--- config.mk ---
export PLATFORM = sky130hd
export DESIGN_NAME = vnu_col_sched
export DESIGN_NICKNAME = d
export VERILOG_FILES = /design/src/rtl/ldpc_pkg.sv /design/src/rtl/vnu.sv /design/src/rtl/vnu_col_sched.sv
export SDC_FILE = /design/constraint.sdc
export NUM_CORES = 1
export LEC_CHECK = 0
export CORE_MARGIN = 2
export CORE_UTILIZATION = 49
export CTS_CLUSTER_SIZE = 24
export DETAILED_ROUTE_END_ITERATION = 8
export PLACE_DENSITY = 0.77
export SYNTH_ARGS = -nofsm -noshare
export SYNTH_HDL_FRONTEND = slang
export SYNTH_SLANG_ARGS = --single-unit
--- constraint.sdc ---
create_clock -name clk -period 4.2 [get_ports clk]
set_input_delay 0.84 -clock clk [delete_from_list [all_inputs] [get_ports clk]]
set_output_delay 0.84 -clock clk [all_outputs]
set_load 0.005 [all_outputs]
--- src/rtl/ldpc_pkg.sv ---
// Shared definitions for the LDPC decoder scheduler family: default sizes, clog2 helper
// and the scheduler FSM state type.
package ldpc_pkg;

   localparam int unsigned DATA_W_DEF = 8;
   localparam int unsigned D_DEF      = 5;
   localparam int unsigned N_COL_DEF  = 64;

   // Ceiling log2, never below 1 so derived widths stay legal.
   function automatic int unsigned clog2(input int unsigned v);
      int unsigned r;
      r = 0;
      for (int unsigned i = 0; i < 31; i++) begin
         if ((32'd1 << i) < v) r = i + 1;
      end
      return (r == 0) ? 1 : r;
   endfunction

   typedef enum logic [1:0] {StIdle, StRun, StDrain, StFin} sched_state_e;

endpackage

--- src/rtl/vnu.sv ---
// Variable-node unit: combinational sum of channel LLR and D R messages, extrinsic Q
// outputs (wrapping, unsaturated) and the hard decision.
module vnu import ldpc_pkg::*; #(
   parameter int unsigned data_w = DATA_W_DEF,
   parameter int unsigned D      = D_DEF
) (
   input  logic [data_w-1:0]   l,
   input  logic [data_w*D-1:0] r,
   output logic [data_w*D-1:0] q,
   output logic                dec
);

   localparam int unsigned ext_w = clog2(D + 1);
   localparam int unsigned sum_w = data_w + ext_w;

   logic signed [sum_w-1:0] s;

   always_comb begin
      q = '0;
      s = sum_w'(signed'(l));
      for (int i = 0; i < D; i++) begin
         s = s + sum_w'(signed'(r[i*data_w +: data_w]));
      end
      for (int i = 0; i < D; i++) begin
         q[i*data_w +: data_w] = data_w'(s - sum_w'(signed'(r[i*data_w +: data_w])));
      end
      dec = s[sum_w-1];
   end

endmodule

--- src/rtl/vnu_col_sched.sv ---
// Column scheduler for one variable-node pass: streams every column through a single vnu,
// writes Q back three cycles after the read, and tracks hard-decision flips.
module vnu_col_sched import ldpc_pkg::*; #(
   parameter int unsigned data_w = DATA_W_DEF,
   parameter int unsigned D      = D_DEF,
   parameter int unsigned N_COL  = N_COL_DEF,
   localparam int unsigned addr_w = clog2(N_COL)
) (
   input  logic                clk,
   input  logic                rst_n,
   input  logic                start,
   input  logic                abort,
   output logic                busy,
   output logic                done,
   output logic                rd_en,
   output logic [addr_w-1:0]   rd_addr,
   input  logic [data_w-1:0]   rd_l,
   input  logic [data_w*D-1:0] rd_r,
   output logic                wr_en,
   output logic [addr_w-1:0]   wr_addr,
   output logic [data_w*D-1:0] wr_q,
   output logic [N_COL-1:0]    dec_vec,
   output logic [addr_w:0]     flip_cnt
);

   localparam logic [addr_w-1:0] last_col = addr_w'(N_COL - 1);

   sched_state_e state;
   logic [1:0]   drain_cnt;

   // Stage 0: read issued last cycle, memory data arrives now.
   logic                v0;
   logic [addr_w-1:0]   a0;
   // Stage 1: vnu input registers loaded.
   logic                v1;
   logic [addr_w-1:0]   a1;
   logic [data_w-1:0]   l_q;
   logic [data_w*D-1:0] r_q;
   logic                dec_q;

   logic [data_w*D-1:0] q;
   logic                dec;

   vnu #(
      .data_w (data_w),
      .D      (D)
   ) u_vnu (
      .l   (l_q),
      .r   (r_q),
      .q   (q),
      .dec (dec)
   );

   always_ff @(posedge clk or negedge rst_n) begin
      if (!rst_n) begin
         state     <= StIdle;
         drain_cnt <= '0;
         busy      <= 1'b0;
         done      <= 1'b0;
         rd_en     <= 1'b0;
         rd_addr   <= '0;
         v0        <= 1'b0;
         a0        <= '0;
         v1        <= 1'b0;
         a1        <= '0;
         l_q       <= '0;
         r_q       <= '0;
         dec_q     <= 1'b0;
         wr_en     <= 1'b0;
         wr_addr   <= '0;
         wr_q      <= '0;
         dec_vec   <= '0;
         flip_cnt  <= '0;
      end else begin
         v0 <= rd_en;
         a0 <= rd_addr;
         v1 <= v0;
         a1 <= a0;
         if (v0) begin
            l_q <= rd_l;
            r_q <= rd_r;
         end
         wr_en   <= v1;
         wr_addr <= a1;
         if (v1) begin
            wr_q  <= q;
            dec_q <= dec;
         end
         // A write that is on the bus this cycle always lands, even if abort arrives with it.
         if (wr_en) begin
            dec_vec[wr_addr] <= dec_q;
            if (dec_vec[wr_addr] != dec_q) flip_cnt <= flip_cnt + (addr_w+1)'(1);
         end

         done <= 1'b0;
         unique case (state)
            StIdle: begin
               if (start && !abort) begin
                  state    <= StRun;
                  busy     <= 1'b1;
                  rd_en    <= 1'b1;
                  rd_addr  <= '0;
                  flip_cnt <= '0;
               end
            end
            StRun: begin
               if (rd_addr == last_col) begin
                  state     <= StDrain;
                  rd_en     <= 1'b0;
                  rd_addr   <= '0;
                  drain_cnt <= '0;
               end else begin
                  rd_addr <= rd_addr + addr_w'(1);
               end
            end
            StDrain: begin
               drain_cnt <= drain_cnt + 2'd1;
               if (drain_cnt == 2'd2) begin
                  state <= StFin;
                  busy  <= 1'b0;
                  done  <= 1'b1;
               end
            end
            StFin: state <= StIdle;
            default: state <= StIdle;
         endcase

         if (abort && state != StIdle) begin
            state   <= StIdle;
            busy    <= 1'b0;
            done    <= 1'b0;
            rd_en   <= 1'b0;
            rd_addr <= '0;
            v0      <= 1'b0;
            v1      <= 1'b0;
            wr_en   <= 1'b0;
         end
      end
   end

endmodule

==> flow_summary.ini <==
[run_status]
status = finished, violations left
failed_checks = setup timing

[synth]
ys.flop_type = dfrtp_1
async_reset_ff_frac = 1.00
synth_top_cell_area_share = 0.456
synth_area_leaders = dfrtp_1 (46%), mux2_2 (12%), ha_1 (6.9%)
synth_fp_nets = 1088
avgSynthCellArea_um2 = 11.3
yosys.area.top_type = dfrtp_1
netlist_area_um2 = 10700
synth_cell_type_count = 45
synth_edf_count = 0
synth_seq_area_share = 0.456
synth_cells = 945
yosys_warnings = 0
ys_ff_latch = 194

[routing]
routed_wl_um = 26700
routedWlPerCell_um = 18.2
drcViolationCount = 0
viasPerCell = 5.44
vias = 7995
dr.pass1.iters = 5
ant_nets = 0
detail_route.iter0.violations = 372

[cts]
postCtsHoldBufs = 0
clock_latency_ns = 0.44
htreeDepth = 4
path_clk_slew_ns = 0.07
cts.sinks = 194
cts_root_buf = clkbuf_16
cts_buffers = 17
clockBufferDepth = 2
cts_tree = built

[worst_setup_path]
worstRegToRegCells = 19
worstSetupEndpointType = flop
r2r-end = wr_q[31]
crit_chain = inv_2, fa_1, inv_1, ha_2, inv_2, fa_1, fa_1, inv_2, ha_1, a21o_1, a21oi_4, xnor2_2, buf_4, ha_1, a21o_1, a21o_1, a21oi_2, xnor2_1, mux2_2
slowest_stage = fa_1
rrSetupSlack_ns = -0.27
cp-start-kind = flop
crit_type = reg -> reg
max_stage_delay_ns = 0.53
r2r_start = l_q[1]
critical_path_required_ns = 4.52
cp.buffers_inverters = 5
critPathMaxFanout = 5
path_delay_family = adder cells
critPathArrivalTime_ns = 4.79

[sta]
hold-worst-slack_ns = 0.349
fmax_ghz = 0.224
post-route-period-util = 1.06
setup_viol = 20
fin_skew_ns = 0.0113
tightestPinTransition_ns = 1.13
drv_slew = 0
slew_headroom = 0.250
rsz0062_at_grt = yes
min_period_ns = 4.47
finalHoldViolations = 0
finalWorstSetupSlack_ns = -0.268

[finish]
drive_gt1_frac = 0.239
final_cell_mix = dfrtp_1 (192), clkdlybuf4s50_1 (177), mux2_2 (112)
area_delta_synth_final_pct = 32.8
antennaDiodeCount = 0
final_cell_area_um2 = 14200
nets = 1326
mostFrequentLayoutCell = dfrtp_1

[floorplanning]
die_height_um = 151
die_w_um = 151
core-area_um2 = 21200
start_util = 0.504
num_rows = 53
die_area_um2 = 22900
pin_count = 179

[place]
dpl.hpwl_um = 18400
place_congestion = 0.825
port-buffer-count = 178
placed_cell_area_um2 = 13100

[hold_path]
hold_end = wr_addr[3]
whs_path_depth = 0
min_from = a1[3]
holdCritPathClass = reg -> reg

[grt]
overflow = 0
grt_pass1_vias = 8103
grtUsageTotal = 0.241
antenna_found_initial = 0
grt_pass1_wl_um = 42600
grt_max_degree = 98

[run]
maxCapViolations = 0
==> synthesized netlist by cell type, types with 2 or more instances <==
library cell  count
a21o_1           48
a21oi_1          44
a31oi_1           2
and2_1            4
and3_1            7
and3b_1           2
buf_2             7
buf_6             2
clkbuf_1         26
dfrtp_1         194
fa_1             32
ha_1             59
inv_1            77
mux2_2          115
mux2i_1          16
mux4_2           10
nand2_1          85
nand2b_1          6
nand3_1          17
nand3b_1          2
nand4_1           3
nand4b_1          2
nor2_1           51
nor2b_1           4
nor3_1            2
nor3b_1           4
o211ai_1          4
o21ai_0          49
o21ai_1           2
o21bai_1          4
o31ai_1           3
or3b_2            2
xnor2_1          31
xor2_1           18
==> layout make-up <==
cell class	instances	area, um^2
sequential	194	4860
tap	275	344
fill	1559	7000
timing repair buffer	255	2400
clock inverter	12	139
multi-input combinational	638	5670
clock buffer	20	457
inverter	77	289
==> how the worst max path moves through the flow <==
stage	startpoint	to	slack (ns)	cells past startpoint
CTS	l_q[1]	wr_q[39]	-0.22	18
global placement	l_q[1]	wr_q[7]	-0.31	18
global route	l_q[1]	wr_q[39]	-0.42	18
floorplan	r_q[9]	wr_q[23]	-0.06	17
finish	l_q[1]	wr_q[31]	-0.27	19
detailed placement	l_q[1]	wr_q[39]	-0.48	18
==> through the flow <==
| step | setup TNS, ns | utilization | worst slack [ns] | std cells |
|---|---|---|---|---|
| 6_report | -3.24 | 0.669 | -0.268 | 1471 |
| 5_1_grt | -6.18 | 0.669 | -0.423 | 1471 |
| 4_1_cts | -2.17 | 0.662 | -0.225 | 1463 |
| 3_5_place_dp | -6.80 | 0.619 | -0.479 | 1421 |
| 3_3_place_gp | -4.25 | 0.619 | -0.307 | 1421 |
| 2_1_floorplan | -0.308 | - | -0.0620 | 945 |
==> kinds of logic (layout without fill, tap and decap cells) <==
family | count (synthesis) | in the layout | synth area share
adder cells (fa/ha/maj) | 91 | 91 | 0.129
AO/OA/AOI/OAI | 163 | 163 | 0.0927
multiplexers | 141 | 141 | 0.158
buffers and inverters | 113 | 364 | 0.0420
flip-flops | 194 | 194 | 0.456
XOR/XNOR | 49 | 49 | 0.0403
AND/OR/NAND/NOR | 194 | 194 | 0.0824
==> state kept, by name (all words and copies together), names as in the netlist, 2 cells and up <==
| name | flops |
|---|---|
| drain_cnt | 2 |
| state | 2 |
| wr_q | 40 |
| r_q | 40 |
| rd_addr | 6 |
| wr_addr | 6 |
| l_q | 8 |
| flip_cnt | 7 |
| dec_vec | 64 |
| a0 | 6 |
| a1 | 6 |
==> timing repair <==
item,4_1_cts,5_1_grt
gates resized for setup,45,13
endpoints found under the hold margin,0,0
setup buffers,10,9
pin swaps,46,16
endpoints found under the setup margin,21,21
==> routing by layer <==
layer,vias to the layer above,wire [um],track usage,share of wire
li1,3700,-,-,-
met1,3973,11500,0.331,0.43
met2,261,12800,0.385,0.48
met3,61,1530,0.0362,0.057
met4,0,857,0.0977,0.032
met5,-,0,0,0
Power is left out: the tool's default activity adds up to more than one toggle a clock period on the data nets, which glitch-free logic cannot reach.
